==> config.mk <==
export PLATFORM = sky130hd
export DESIGN_NAME = calculator_button_conditioner_flat
export DESIGN_NICKNAME = d
export VERILOG_FILES = /design/src/rtl/calculator_pkg.sv /design/src/rtl/calculator_button_conditioner_if.sv /design/src/rtl/calculator_button_channel.sv /design/src/rtl/calculator_button_conditioner.sv /design/src/flat_wrapper.sv
export SDC_FILE = /design/constraint.sdc
export NUM_CORES = 1
export LEC_CHECK = 0
export CAP_MARGIN = 20
export CORE_MARGIN = 3
export CORE_UTILIZATION = 45
export CTS_BUF_LIST = sky130_fd_sc_hd__clkbuf_2
export DETAILED_ROUTE_END_ITERATION = 10
export PLACE_DENSITY = 0.73
export SLEW_MARGIN = 40
export SYNTH_ARGS = -nofsm -noshare
export SYNTH_HDL_FRONTEND = slang
export SYNTH_SLANG_ARGS = --single-unit
==> constraint.sdc <==
create_clock -name clk -period 2.5 [get_ports clk]
set_input_delay 0.5 -clock clk [delete_from_list [all_inputs] [get_ports clk]]
set_output_delay 0.5 -clock clk [all_outputs]
set_load 0.01 [all_outputs]
==> src/rtl/calculator_pkg.sv <==
// Shared definitions for the calculator button conditioner.
// Channel states, button indices and default timing constants.
package calculator_pkg;

    localparam int CLK_HZ  = 100_000_000;
    localparam int NUM_BTN = 5;

    localparam int BTN_U = 0;
    localparam int BTN_D = 1;
    localparam int BTN_C = 2;
    localparam int BTN_L = 3;
    localparam int BTN_R = 4;

    // 10 ms debounce, 0.5 s repeat delay, 0.1 s repeat period
    localparam int DEF_DEBOUNCE_CYCLES     = CLK_HZ / 100;
    localparam int DEF_REPEAT_DELAY_CYCLES = CLK_HZ / 2;
    localparam int DEF_REPEAT_RATE_CYCLES  = CLK_HZ / 10;

    typedef enum logic [2:0] {
        ST_IDLE,
        ST_DEB_PRESS,
        ST_HELD,
        ST_REPEAT,
        ST_DEB_RELEASE
    } btn_state_e;

    function automatic int max3(input int a, input int b, input int c);
        int m;
        m = a;
        if (b > m) m = b;
        if (c > m) m = c;
        return m;
    endfunction

endpackage

==> src/rtl/calculator_button_conditioner_if.sv <==
// Button bus between the board pins and the button consumers.
// The conditioner is the slave; the pin/consumer side is the master.
interface calculator_button_conditioner_if
    import calculator_pkg::*;
#(
    parameter int NUM_BUTTONS = NUM_BTN
);
    logic [NUM_BUTTONS-1:0] btn_raw;
    logic [NUM_BUTTONS-1:0] repeat_en;
    logic [NUM_BUTTONS-1:0] btn_level;
    logic [NUM_BUTTONS-1:0] btn_press;
    logic [NUM_BUTTONS-1:0] btn_repeat;
    logic [NUM_BUTTONS-1:0] btn_release;

    modport master (
        output btn_raw, repeat_en,
        input  btn_level, btn_press, btn_repeat, btn_release
    );

    modport slave (
        input  btn_raw, repeat_en,
        output btn_level, btn_press, btn_repeat, btn_release
    );
endinterface

==> src/rtl/calculator_button_channel.sv <==
// One button: 2-flop synchronizer, debounce/repeat FSM, shared counter.
// All outputs are registered and change on the edge the FSM transitions.
module calculator_button_channel
    import calculator_pkg::*;
#(
    parameter int DEBOUNCE_CYCLES     = DEF_DEBOUNCE_CYCLES,
    parameter int REPEAT_DELAY_CYCLES = DEF_REPEAT_DELAY_CYCLES,
    parameter int REPEAT_RATE_CYCLES  = DEF_REPEAT_RATE_CYCLES
) (
    input  logic clk,
    input  logic rst,
    input  logic raw_i,
    input  logic repeat_en_i,
    output logic level_o,
    output logic press_o,
    output logic repeat_o,
    output logic release_o
);

    localparam int CW = $clog2(max3(DEBOUNCE_CYCLES,
                                    REPEAT_DELAY_CYCLES,
                                    REPEAT_RATE_CYCLES));

    localparam logic [CW-1:0] DEB_LAST  = CW'(DEBOUNCE_CYCLES - 1);
    localparam logic [CW-1:0] DLY_LAST  = CW'(REPEAT_DELAY_CYCLES - 1);
    localparam logic [CW-1:0] RATE_LAST = CW'(REPEAT_RATE_CYCLES - 1);
    localparam logic [CW-1:0] ONE       = CW'(1);

    logic          meta_q, sync_q;
    btn_state_e    state_q, state_d;
    logic [CW-1:0] cnt_q, cnt_d;
    logic          level_q, level_d;
    logic          press_q, press_d;
    logic          rpt_q, rpt_d;
    logic          rel_q, rel_d;

    // Synchronizer, FSM state, counter and registered outputs
    always_ff @(posedge clk) begin
        if (rst) begin
            meta_q  <= 1'b0;
            sync_q  <= 1'b0;
            state_q <= ST_IDLE;
            cnt_q   <= '0;
            level_q <= 1'b0;
            press_q <= 1'b0;
            rpt_q   <= 1'b0;
            rel_q   <= 1'b0;
        end else begin
            meta_q  <= raw_i;
            sync_q  <= meta_q;
            state_q <= state_d;
            cnt_q   <= cnt_d;
            level_q <= level_d;
            press_q <= press_d;
            rpt_q   <= rpt_d;
            rel_q   <= rel_d;
        end
    end

    // Next state, counter update and pulse generation
    always_comb begin
        state_d = state_q;
        cnt_d   = cnt_q;
        press_d = 1'b0;
        rpt_d   = 1'b0;
        rel_d   = 1'b0;
        unique case (state_q)
            ST_IDLE: begin
                cnt_d = '0;
                if (sync_q) begin
                    state_d = ST_DEB_PRESS;
                    cnt_d   = ONE;
                end
            end
            ST_DEB_PRESS: begin
                if (!sync_q) begin
                    state_d = ST_IDLE;
                    cnt_d   = '0;
                end else if (cnt_q == DEB_LAST) begin
                    state_d = ST_HELD;
                    cnt_d   = '0;
                    press_d = 1'b1;
                end else begin
                    cnt_d = cnt_q + ONE;
                end
            end
            ST_HELD: begin
                if (!sync_q) begin
                    state_d = ST_DEB_RELEASE;
                    cnt_d   = ONE;
                end else if (cnt_q == DLY_LAST) begin
                    if (repeat_en_i) begin
                        state_d = ST_REPEAT;
                        cnt_d   = '0;
                        press_d = 1'b1;
                        rpt_d   = 1'b1;
                    end
                end else begin
                    cnt_d = cnt_q + ONE;
                end
            end
            ST_REPEAT: begin
                if (!sync_q) begin
                    state_d = ST_DEB_RELEASE;
                    cnt_d   = ONE;
                end else if (!repeat_en_i) begin
                    // Delay already served: re-enabling repeats at once
                    state_d = ST_HELD;
                    cnt_d   = DLY_LAST;
                end else if (cnt_q == RATE_LAST) begin
                    cnt_d   = '0;
                    press_d = 1'b1;
                    rpt_d   = 1'b1;
                end else begin
                    cnt_d = cnt_q + ONE;
                end
            end
            ST_DEB_RELEASE: begin
                if (sync_q) begin
                    // Bounce: stay pressed, restart the repeat delay
                    state_d = ST_HELD;
                    cnt_d   = '0;
                end else if (cnt_q == DEB_LAST) begin
                    state_d = ST_IDLE;
                    cnt_d   = '0;
                    rel_d   = 1'b1;
                end else begin
                    cnt_d = cnt_q + ONE;
                end
            end
            default: begin
                state_d = ST_IDLE;
                cnt_d   = '0;
            end
        endcase
        level_d = (state_d == ST_HELD) ||
                  (state_d == ST_REPEAT) ||
                  (state_d == ST_DEB_RELEASE);
    end

    assign level_o   = level_q;
    assign press_o   = press_q;
    assign repeat_o  = rpt_q;
    assign release_o = rel_q;

endmodule

==> src/rtl/calculator_button_conditioner.sv <==
// Conditions the calculator push-buttons (U, D, C, L, R).
// One independent channel per button; this level only packs the buses.
module calculator_button_conditioner
    import calculator_pkg::*;
#(
    parameter int NUM_BUTTONS         = NUM_BTN,
    parameter int DEBOUNCE_CYCLES     = DEF_DEBOUNCE_CYCLES,
    parameter int REPEAT_DELAY_CYCLES = DEF_REPEAT_DELAY_CYCLES,
    parameter int REPEAT_RATE_CYCLES  = DEF_REPEAT_RATE_CYCLES
) (
    input logic                           clk,
    input logic                           rst,
    calculator_button_conditioner_if.slave bus
);

    logic [NUM_BUTTONS-1:0] level_w;
    logic [NUM_BUTTONS-1:0] press_w;
    logic [NUM_BUTTONS-1:0] rpt_w;
    logic [NUM_BUTTONS-1:0] rel_w;

    for (genvar i = 0; i < NUM_BUTTONS; i++) begin : g_ch
        calculator_button_channel #(
            .DEBOUNCE_CYCLES    (DEBOUNCE_CYCLES),
            .REPEAT_DELAY_CYCLES(REPEAT_DELAY_CYCLES),
            .REPEAT_RATE_CYCLES (REPEAT_RATE_CYCLES)
        ) u_ch (
            .clk        (clk),
            .rst        (rst),
            .raw_i      (bus.btn_raw[i]),
            .repeat_en_i(bus.repeat_en[i]),
            .level_o    (level_w[i]),
            .press_o    (press_w[i]),
            .repeat_o   (rpt_w[i]),
            .release_o  (rel_w[i])
        );
    end

    assign bus.btn_level   = level_w;
    assign bus.btn_press   = press_w;
    assign bus.btn_repeat  = rpt_w;
    assign bus.btn_release = rel_w;

endmodule

==> src/flat_wrapper.sv <==
// flat-port wrapper written by rule: the top's interface ports become plain ports
module calculator_button_conditioner_flat import calculator_pkg::*;
#(
    parameter int NUM_BUTTONS         = NUM_BTN,
    parameter int DEBOUNCE_CYCLES     = DEF_DEBOUNCE_CYCLES,
    parameter int REPEAT_DELAY_CYCLES = DEF_REPEAT_DELAY_CYCLES,
    parameter int REPEAT_RATE_CYCLES  = DEF_REPEAT_RATE_CYCLES
)
  (clk, rst, bus_btn_raw, bus_repeat_en, bus_btn_level, bus_btn_press, bus_btn_repeat, bus_btn_release);
  calculator_button_conditioner_if #(.NUM_BUTTONS(NUM_BUTTONS)) bus_i ();
  input logic clk;
  input logic rst;
  input wire logic [$bits(bus_i.btn_raw)-1:0] bus_btn_raw;
  input wire logic [$bits(bus_i.repeat_en)-1:0] bus_repeat_en;
  output wire logic [$bits(bus_i.btn_level)-1:0] bus_btn_level;
  output wire logic [$bits(bus_i.btn_press)-1:0] bus_btn_press;
  output wire logic [$bits(bus_i.btn_repeat)-1:0] bus_btn_repeat;
  output wire logic [$bits(bus_i.btn_release)-1:0] bus_btn_release;
  assign bus_i.btn_raw = bus_btn_raw;
  assign bus_i.repeat_en = bus_repeat_en;
  assign bus_btn_level = bus_i.btn_level;
  assign bus_btn_press = bus_i.btn_press;
  assign bus_btn_repeat = bus_i.btn_repeat;
  assign bus_btn_release = bus_i.btn_release;
  calculator_button_conditioner #(.NUM_BUTTONS(NUM_BUTTONS), .DEBOUNCE_CYCLES(DEBOUNCE_CYCLES), .REPEAT_DELAY_CYCLES(REPEAT_DELAY_CYCLES), .REPEAT_RATE_CYCLES(REPEAT_RATE_CYCLES)) u_core (.clk(clk), .rst(rst), .bus(bus_i));
endmodule
Word level (Yosys, flattened, before mapping)

Index checks and enable logic that the tools add are counted.

Output and inout port bits: 20
Input port bits: 12
Word-level logic and storage cells: 285
Flip-flop bits (word level): 175

Bitwise gates (word level): 5
Eq/ne operators: 55
Add/sub/neg operators: 5
Multiplexer cells: 160
Reductions and logical operators: 20

Operator list:

| operator              | number |
|---|---|
| $mux 26               | 45 |
| $pmux 26 s5           | 5 |
| $mux 3                | 50 |
| $add 26x1->26 const B | 5 |
| $eq 26x20->1 const B  | 5 |
| $eq 26x24->1 const B  | 5 |
| $eq 26x26->1 const B  | 5 |
| $pmux 3 s5            | 5 |
| $eq 3x2->1 const B    | 20 |
| $mux 1                | 45 |
| $eq 3x3->1 const B    | 10 |
| $ne 4x4->1 const B    | 5 |
| $eq 3x1->1 const B    | 5 |
| $logic_not 3->1       | 5 |
| $pmux 1 s3            | 5 |
| $reduce_or 3->1       | 5 |
| $logic_or 1x1->1      | 10 |
| $pmux 1 s2            | 5 |
| $not 1->1             | 5 |

Depth between registers and ports, before layout

Gate-level depths: netlist (run 1).

Depth after elaboration: 7
Depth in mapped cells: 10
Gate-level depth less buffers: 7

Hierarchy

A second synthesis (run 1) with hierarchy kept.

Cells, all modules: 1102
Area total of the unflattened synthesis: 9407.8 um^2

Modules (own cells, without submodules):

| module                                              | cells each | seq. area each (um^2) | instances | area an instance (um^2) |
|---|---|---|---|---|
| calculator_button_channel (u_core.g_ch[0].u_ch ...) | 222        | 700.7                 | 3         | 1879.3 |
| calculator_button_channel (u_core.g_ch[1].u_ch)     | 214        | 700.7                 | 1         | 1888.1 |
| calculator_button_channel (u_core.g_ch[4].u_ch)     | 222        | 700.7                 | 1         | 1881.8 |

Least setup slack after synthesis (run 1)

Ideal clock, no wire load.

Path type: register -> register
From: reg u_core.g_ch[1].u_ch.cnt_q[7]
To: reg u_core.g_ch[1].u_ch.cnt_q[1]
Path slack: -0.022 ns
Cell stages (with the launch flop): 9
Clock period less this slack: 2.522 ns
Buffers on the path: 2
Arrival time: 2.390 ns
Setup time: 0.132 ns
Required time: 2.368 ns
Cell sequence: dfxtp_1 > or4_1 > or3_4 > or4_4 > buf_6 > and3_4 > a21oi_4 > buf_6 > o22ai_2

Word-level cells in the longest chain between the ends: 5
Elaborated cells on any way between the ends: 13
Classes of those cells: 4 x eq/ne; 9 x mux

RTL lines:

| element                  | RTL line                         | text |
|---|---|---|
| start: declaration       | calculator_button_channel.sv:31  | `logic [CW-1:0] cnt_q, cnt_d;` |
| start signal: assignment | calculator_button_channel.sv:52  | `cnt_q <= cnt_d;` |
| $eq 26x24->1             | calculator_button_channel.sv:110 | `end else if (cnt_q == RATE_LAST) begin` |
| $mux 26                  | calculator_button_channel.sv:110 |  |
| $mux 26                  | calculator_button_channel.sv:106 | `end else if (!repeat_en_i) begin` |
| $mux 26                  | calculator_button_channel.sv:103 | `if (!sync_q) begin` |
| $pmux 26 s5              | calculator_button_channel.sv:67  | `unique case (state_q)` |

Parallel ways exist; a longest one is shown, timed or not.
A chain may end at the register's enable or synchronous reset.

Worst setup path after layout (run 1)

From: reg u_core.g_ch[0].u_ch.cnt_q[7]
To: reg u_core.g_ch[0].u_ch.cnt_q[22]

Word-level cells in the longest chain between the ends: 5
Elaborated cells on any way between the ends: 14
Classes of those cells: 1 x add/sub; 4 x eq/ne; 9 x mux

RTL lines:

| element                                              | RTL line |
|---|---|
| start: declaration                                   | calculator_button_channel.sv:31 |
| start signal: assignment                             | calculator_button_channel.sv:52 |
| $add 26x1->26 / $eq 26x24->1 (equally long branches) | n/a |
| $mux 26                                              | calculator_button_channel.sv:110 |
| $mux 26                                              | calculator_button_channel.sv:106 |
| $mux 26                                              | calculator_button_channel.sv:103 |
| $pmux 26 s5                                          | calculator_button_channel.sv:67 |

Parallel ways exist; a longest one is shown, timed or not.

==> results of run 1 <==
## power by group through the flow
stage                     registers, mW  logic [mW]  clock network, mW
after floorplan                    2.87      0.0814                  0
after global placement             2.88       0.135                  0
after detailed placement           2.88       0.135                  0
after CTS                          2.83       0.136               1.45
after global routing               2.84       0.157               1.55
final                              2.83       0.144               1.41
## path summary, 6_finish.rpt
check	to	slack, ns	startpoint
setup / recovery	u_core.g_ch[0].u_ch.cnt_q[22]$_SDFFE_PP0P_	0.02	u_core.g_ch[0].u_ch.cnt_q[7]$_SDFFE_PP0P_
hold / removal	u_core.g_ch[1].u_ch.level_o$_SDFF_PP0_	0.19	rst
setup reg to reg	u_core.g_ch[0].u_ch.cnt_q[22]$_SDFFE_PP0P_	0.02	u_core.g_ch[0].u_ch.cnt_q[7]$_SDFFE_PP0P_
hold reg to reg	u_core.g_ch[0].u_ch.sync_q$_SDFF_PP0_	0.44	u_core.g_ch[0].u_ch.meta_q$_SDFF_PP0_
## per-layer routing
layer | part of all wire (%) | global-route usage [%]
met1 | 47 | 26.5
met2 | 47 | 31.8
met3 | 5.2 | 3.34
met4 | 1.0 | 5.26
met5 | 0 | 0
## what timing repair did
item | 4_1_cts | 5_1_grt
hold buffers | 0 | 0
setup buffers | 0 | 4
endpoints found under the setup margin | 0 | 93
gates resized for setup | 0 | 34
## area by class of cell
| cell class | instances | area, µm² |
|---|---|---|
| Multi-Input combinational cell | 855 | 5380 |
| Inverter | 21 | 78.8 |
| Timing Repair Buffer | 110 | 970 |
| Clock inverter | 13 | 123 |
| Antenna cell | 1 | 2.50 |
| Fill cell | 1819 | 9360 |
| Sequential cell | 175 | 3510 |
| Clock buffer | 19 | 95.1 |
| Tap cell | 265 | 332 |
## synth_stat cells, types with 4 or more instances
master / count / area share, %
sky130_fd_sc_hd__a211oi_1: 10 / 0.81
sky130_fd_sc_hd__and3_1: 23 / 1.6
sky130_fd_sc_hd__xnor2_1: 62 / 5.9
sky130_fd_sc_hd__o21ai_1: 11 / 0.60
sky130_fd_sc_hd__a22oi_1: 6 / 0.49
sky130_fd_sc_hd__and2_1: 8 / 0.54
sky130_fd_sc_hd__nand2_1: 82 / 3.3
sky130_fd_sc_hd__nor2b_1: 23 / 1.6
sky130_fd_sc_hd__buf_1: 4 / 0.16
sky130_fd_sc_hd__nor3b_1: 10 / 0.81
sky130_fd_sc_hd__a21oi_1: 65 / 3.5
sky130_fd_sc_hd__or3_1: 4 / 0.27
sky130_fd_sc_hd__nor3_1: 51 / 2.8
sky130_fd_sc_hd__inv_1: 21 / 0.85
sky130_fd_sc_hd__buf_4: 21 / 1.7
sky130_fd_sc_hd__nor2_1: 110 / 4.5
sky130_fd_sc_hd__dfxtp_1: 175 / 38
sky130_fd_sc_hd__nor4b_1: 13 / 1.2
sky130_fd_sc_hd__o211ai_1: 5 / 0.41
sky130_fd_sc_hd__nand4b_1: 9 / 0.85
sky130_fd_sc_hd__o21ai_0: 50 / 2.7
sky130_fd_sc_hd__clkbuf_1: 44 / 1.8
sky130_fd_sc_hd__buf_2: 4 / 0.22
sky130_fd_sc_hd__nand4_1: 40 / 2.7
sky130_fd_sc_hd__o21a_1: 6 / 0.49
sky130_fd_sc_hd__or4_1: 14 / 1.1
sky130_fd_sc_hd__a31oi_1: 9 / 0.61
sky130_fd_sc_hd__ha_1: 5 / 0.68
sky130_fd_sc_hd__nand2b_1: 11 / 0.74
sky130_fd_sc_hd__and4_1: 14 / 1.3
sky130_fd_sc_hd__nand3b_1: 8 / 0.65
sky130_fd_sc_hd__o21bai_1: 6 / 0.49
sky130_fd_sc_hd__nor4_1: 36 / 2.4
sky130_fd_sc_hd__or2_2: 8 / 0.54
sky130_fd_sc_hd__xor2_1: 52 / 4.9
sky130_fd_sc_hd__nand3_1: 51 / 2.8
## stage by stage
| stage | util (%) | setup TNS, ns | cell area, µm² |
|---|---|---|---|
| after floorplan | - | 0 | 9240 |
| after global placement | 50.9 | 0 | 10100 |
| after detailed placement | 50.9 | 0 | 10100 |
| after CTS | 52.0 | 0 | 10300 |
| after global routing | 52.9 | -0.526 | 10500 |
| final | 52.9 | 0 | 10500 |
## state kept, by name, summed over array words and instances, names as in the netlist
name                        count
u_core.g_ch.u_ch.repeat_o       5
u_core.g_ch.u_ch.release_o      5
u_core.g_ch.u_ch.level_o        5
u_core.g_ch.u_ch.state_q       15
u_core.g_ch.u_ch.press_o        5
u_core.g_ch.u_ch.sync_q         5
u_core.g_ch.u_ch.meta_q         5
u_core.g_ch.u_ch.cnt_q        130
## cell families (layout without fill, tap and decap cells)
group / after synthesis / count (layout) / share of synthesized area [%]
AND/OR/NAND/NOR: 531 / 531 / 31.6
other: 0 / 1 / 0
AO/OA/AOI/OAI: 202 / 202 / 13.7
buffers and inverters: 96 / 163 / 4.97
XOR/XNOR: 114 / 114 / 10.8
multiplexers: 3 / 3 / 0.352
flip-flops: 175 / 175 / 37.9
adder cells (fa/ha/maj): 5 / 5 / 0.677
## worst max-delay path: cells and delay by family, from the launching register on
| kind | cells | cell delay (ns) |
|---|---|---|
| AOI/OAI and AO/OA | 4 | 0.92 |
| DFF | 1 | 0.36 |
| and+or+nand+nor | 2 | 0.94 |
| buffers and inverters | 1 | 0.20 |
==> reports/results.ini, run 1 <==
[run_status]
run_status=finished clean

[power]
report.power.total_mw=4.38
power.net_switching_mw=1.06
combPwrFrac_pct=3.3
power.density_cell_area_nw_per_um2=418
power.leakage_nw=3.33
sw_frac_of_total_pct=24.1
ir_drop_worst_vdd_mv=0.236
p_int_mw=3.32
power.sequential.fraction_pct=64.6
clock_power_share_pct=32.1

[run]
max-cap-violations=0

[timing]
final.setup_skew_ns=0.0363
final_hold_viols=0
final.hold.worst_slack_ns=0.189
grt_setup_unrepaired=yes
max_freq_mhz=404
layout_setup_ws_ns=0.0232
finalCritPeriodShare_pct=99.1
number_of_setup_violations_in_the_final_report=0
transition_time_at_the_pin_with_the_least_slew_margin_ns=0.538
final.min_clock_period_ns=2.48
maxSlewViolCount=0
timing.max_slew.rel_slack_pct=64.2

[worst_hold_path]
min_path_cells=3
worstHoldPathType=primary input to flip-flop

[floorplan]
io_pins=32
rows=51
die_width_um=149
die_area_um2=22300
starting_density_of_the_core_pct=46.6
fp.coreArea_um2=19800
fp.dieH_um=149

[synthesis]
yosysSeqAreaShare_pct=37.9
ys_seq_elements=175
ys_warnings=0
ys_dominant_reg_cell=sky130_fd_sc_hd__dfxtp_1
postSynthCellCount=1126
synth.distinct_cells=77
synth_enable_flop_cells=0
synth_fp_nets=1143
synthesis.area_per_instance_um2=8.21
netlist_area_um2=9240
asyncSetResetFlopFracSynth_pct=0

[worst_setup_path]
timing.critical_path.to_type=flip-flop
critical_path.cell_chain=or4_4 > nor4_1 > a21boi_0 > o32a_1 > o21ai_4 > clkbuf_16 > a21oi_1
crit_arrival_ns=3.13
reg2regPathDepth=7
crit_path_top_delay_cell=sky130_fd_sc_hd__or4_4
critical_path.startpoint_type=flip-flop
delay_of_the_slowest_critical_path_stage_ns=0.55
cp.required_ns=3.15
worstSetupPathType=flip-flop to flip-flop
timing.critical_path.fanout_max=8

[cts]
cts_max_level=4
cts_tree=built
cts_made_buffers=17
clkLatencyLatePin_ns=0.74
cts-root-to-sink-buffers=2
cts.clk_slew.worst_paths_ns=0.22
numClockSinks=175
clock-root-buffer=sky130_fd_sc_hd__clkbuf_2

[grt]
grt_max_degree=49
gr-total-overflow=0
grt_first_pass_wirelength_um=36400
grt_util_overall_pct=19.4
number_of_antenna_violations_at_the_first_check_in_global_routing=1
first_global_vias=7687

[detailed_routing]
vias_post_dr=8309
drcViolationCount=0
postRouteAntennaNets=0
post_drt_via_cell_ratio=5.69
first_iter_violations=605
drt_pre_antenna_iters=8
wl_per_cell_um=14.9
drt_wl_total_um=21700

[layout]
drive_above_1_share_pct=13.8
area_growth_syn_to_layout_pct=13.5
final_cell_mix=sky130_fd_sc_hd__dfxtp_1, sky130_fd_sc_hd__nor2_1, sky130_fd_sc_hd__nand2_1
layout.cells.most_common=sky130_fd_sc_hd__dfxtp_1
layout.nets=1197
stdcell_count=1459

[placed_design]
globalplace.congestion=0.936
dp.final_hpwl_um=15400
dp.cells=1421
io_buffer_count=31
place_ws_ns=0.0492

(Power assumes the default switching activity.)
==> inputs of run 2 (changes only) <==
--- a/config.mk
+++ b/config.mk
@@ -7,11 +7,12 @@
 export LEC_CHECK = 0
 export CAP_MARGIN = 20
 export CORE_MARGIN = 3
-export CORE_UTILIZATION = 45
+export CORE_UTILIZATION = 58
 export CTS_BUF_LIST = sky130_fd_sc_hd__clkbuf_2
 export DETAILED_ROUTE_END_ITERATION = 10
-export PLACE_DENSITY = 0.73
+export PLACE_DENSITY = 0.88
 export SLEW_MARGIN = 40
 export SYNTH_ARGS = -nofsm -noshare
 export SYNTH_HDL_FRONTEND = slang
 export SYNTH_SLANG_ARGS = --single-unit
+export TNS_END_PERCENT = 30
==> reports/results.ini, run 2 (synthesis gave the netlist of run 1 again) <==
[layout]
max_flop_register=u_core.g_ch.u_ch.cnt_q
top_regs=u_core.g_ch.u_ch.cnt_q (130), u_core.g_ch.u_ch.state_q (15)
final_cell_mix=sky130_fd_sc_hd__dfxtp_1, sky130_fd_sc_hd__nor2_1, sky130_fd_sc_hd__nand2_1
drive_above_1_share_pct=13.0  ; -0.82 points
finalCoreUtilization_pct=66.8  ; +14 points
largest_reg_flops=130  ; unchanged
area_growth_syn_to_layout_pct=11.1
fill_cells=1292  ; -29%
layout.nets=1181  ; -1.3%
layout.cells.most_common=sky130_fd_sc_hd__dfxtp_1

[worst_setup_path]
timing.critical_path.to_type=flip-flop
crit_arrival_ns=3.20  ; +0.07 ns
cp.required_ns=3.22  ; +0.07 ns
delay_of_the_slowest_critical_path_stage_ns=0.57  ; +0.02 ns
critical_path.startpoint_type=flip-flop
cp-startpoint=u_core.g_ch[0].u_ch.cnt_q[7]$_SDFFE_PP0P_
crit_path_top_delay_cell=sky130_fd_sc_hd__or4_1
critical_path.cell_chain=or4_1 > buf_4 > nor4_1 > and3_1 > and3_1 > o31ai_2 > buf_4 > nor2_1
worstSetupPathType=flip-flop to flip-flop
timing.critical_path.fanout_max=5  ; -3
regToRegStartpoint=u_core.g_ch[0].u_ch.cnt_q[7]$_SDFFE_PP0P_

[timing]
max_freq_mhz=402  ; -0.40%
final_hold_viols=0  ; unchanged
final.hold.worst_slack_ns=0.134  ; -0.0550 ns
number_of_setup_violations_in_the_final_report=0  ; unchanged
grt_setup_unrepaired=yes
final.setup_skew_ns=0.0378  ; +0.00148 ns
maxSlewViolCount=0  ; unchanged
timing.max_slew.rel_slack_pct=53.8  ; -10 points
final.min_clock_period_ns=2.49  ; +0.00987 ns
layout_setup_ws_ns=0.0133  ; -0.00987 ns
transition_time_at_the_pin_with_the_least_slew_margin_ns=0.693  ; +0.155 ns
finalCritPeriodShare_pct=99.5  ; +0.39 points
setup_tns_ns=0  ; unchanged

[cts]
cts-root-to-sink-buffers=2  ; unchanged
cts_tree=built
cts_hold_repair.buffers=0  ; unchanged
cts_max_level=4  ; unchanged
cts_made_buffers=17  ; unchanged
numClockSinks=175  ; unchanged
clock-root-buffer=sky130_fd_sc_hd__clkbuf_2
cts.clk_slew.worst_paths_ns=0.23  ; about the same
cts_setup_buffers=0  ; unchanged
clkLatencyLatePin_ns=0.79  ; +0.05 ns

[grt]
grt_max_degree=65  ; +33%
grt_first_pass_wirelength_um=35400  ; -2.6%
grt_util_overall_pct=23.8  ; +4.4 points
gr-total-overflow=0  ; unchanged
first_global_vias=7756  ; +0.90%
number_of_antenna_violations_at_the_first_check_in_global_routing=1  ; unchanged

[detailed_routing]
post_drt_via_cell_ratio=6.08  ; +6.8%
drt_pre_antenna_iters=8  ; unchanged
postRouteAntennaNets=0  ; unchanged
drcViolationCount=0  ; unchanged
first_iter_violations=850  ; +40%
drt_wl_total_um=21400  ; -1.4%
wl_per_cell_um=15.4  ; +3.7%
vias_post_dr=8439  ; +1.6%

[power]
ir_drop_worst_vdd_mv=0.326  ; +38%
power.density_cell_area_nw_per_um2=411  ; -1.6%
power.leakage_nw=3.22  ; -3.5%

[placed_design]
dp.final_hpwl_um=15000  ; -2.4%
place_ws_ns=-0.00726  ; -0.0565 ns
io_buffer_count=31  ; unchanged
globalplace.congestion=0.951  ; +1.6%

[floorplan]
fp.dieH_um=132  ; -11%
io_pins=32  ; unchanged
starting_density_of_the_core_pct=60.1  ; +14 points
fp.coreArea_um2=15400  ; -23%
die_area_um2=17500  ; -22%
rows=45  ; -12%
die_width_um=132  ; -11%

[run_status]
run_status=finished clean

[worst_hold_path]
worstHoldPathType=primary input to flip-flop
worstHoldStart=rst

[run]
max-cap-violations=0  ; unchanged

run 2: changes by cell type in the layout (fill, tap and decap cells not counted), sizes merged:
cell / delta
buf: -16
bufinv: -2
clkbuf: -2
clkinv: -2
clkinvlp: +3
inv: +2
run 2: final cells by class:
class	count	area [µm²]	share of cell area [%]
repair buffers	94	837	8.15
diodes	1	2.50	0.0244
clock buffers	17	85.1	0.829
clock inverters	14	96.3	0.939
inverters	21	78.8	0.768
well taps	211	264	2.57
multi-input cells	855	5390	52.5
flip-flops and latches	175	3510	34.2
run 2: timing repair:
| action | 4_1_cts | 5_1_grt |
|---|---|---|
| pin swaps | 0 | 13 |
| gates resized for setup | 1 | 37 |
| cloned | 0 | 1 |
| endpoints found under the setup margin | 3 | 104 |
run 2: layer usage:
| layer | part of all wire [%] | vias up | GRT usage (%) |
|---|---|---|---|
| li1 | - | 4115 | - |
| met1 | 44 | 3906 | 31.6 |
| met2 | 47 | 365 | 38.0 |
| met3 | 6.8 | 53 | 4.92 |
| met4 | 2.2 | 0 | 9.76 |
| met5 | 0 | - | 0 |
run 2: stage by stage:
stage                     power [mW]  cell area (µm²)  instances
after detailed placement        3.01             9930       1355
final                           4.22            10300       1388
after CTS                       4.24            10100       1386
after global routing            4.37            10300       1388
after floorplan                 2.95             9240       1126
after global placement          3.01             9930       1355
run 2: critical path, delay by kind of cell (launching register included):
family / cells / cell delay, ns
AO/OA/AOI/OAI: 1 / 0.12
flip-flops: 1 / 0.36
buffers and inverters: 2 / 0.35
AND/OR/NAND/NOR: 5 / 1.62
run 2: power breakdown:
| part | internal (mW) | switching (mW) |
|---|---|---|
| Clock | 0.250 | 1.00 |
| Combinational | 0.0567 | 0.0780 |
| Sequential | 2.81 | 0.0209 |
| Total | 3.12 | 1.10 |
run 2: worst paths after layout:
path                                                      to  slack [ns]  depth (start not counted)
setup / recovery  u_core.g_ch[0].u_ch.cnt_q[10]$_SDFFE_PP0P_        0.01                          8
hold reg to reg        u_core.g_ch[3].u_ch.sync_q$_SDFF_PP0_        0.46                          1
hold / removal     u_core.g_ch[2].u_ch.state_q[2]$_SDFF_PP0_        0.13                          4
setup reg to reg  u_core.g_ch[0].u_ch.cnt_q[10]$_SDFFE_PP0P_        0.01                          8
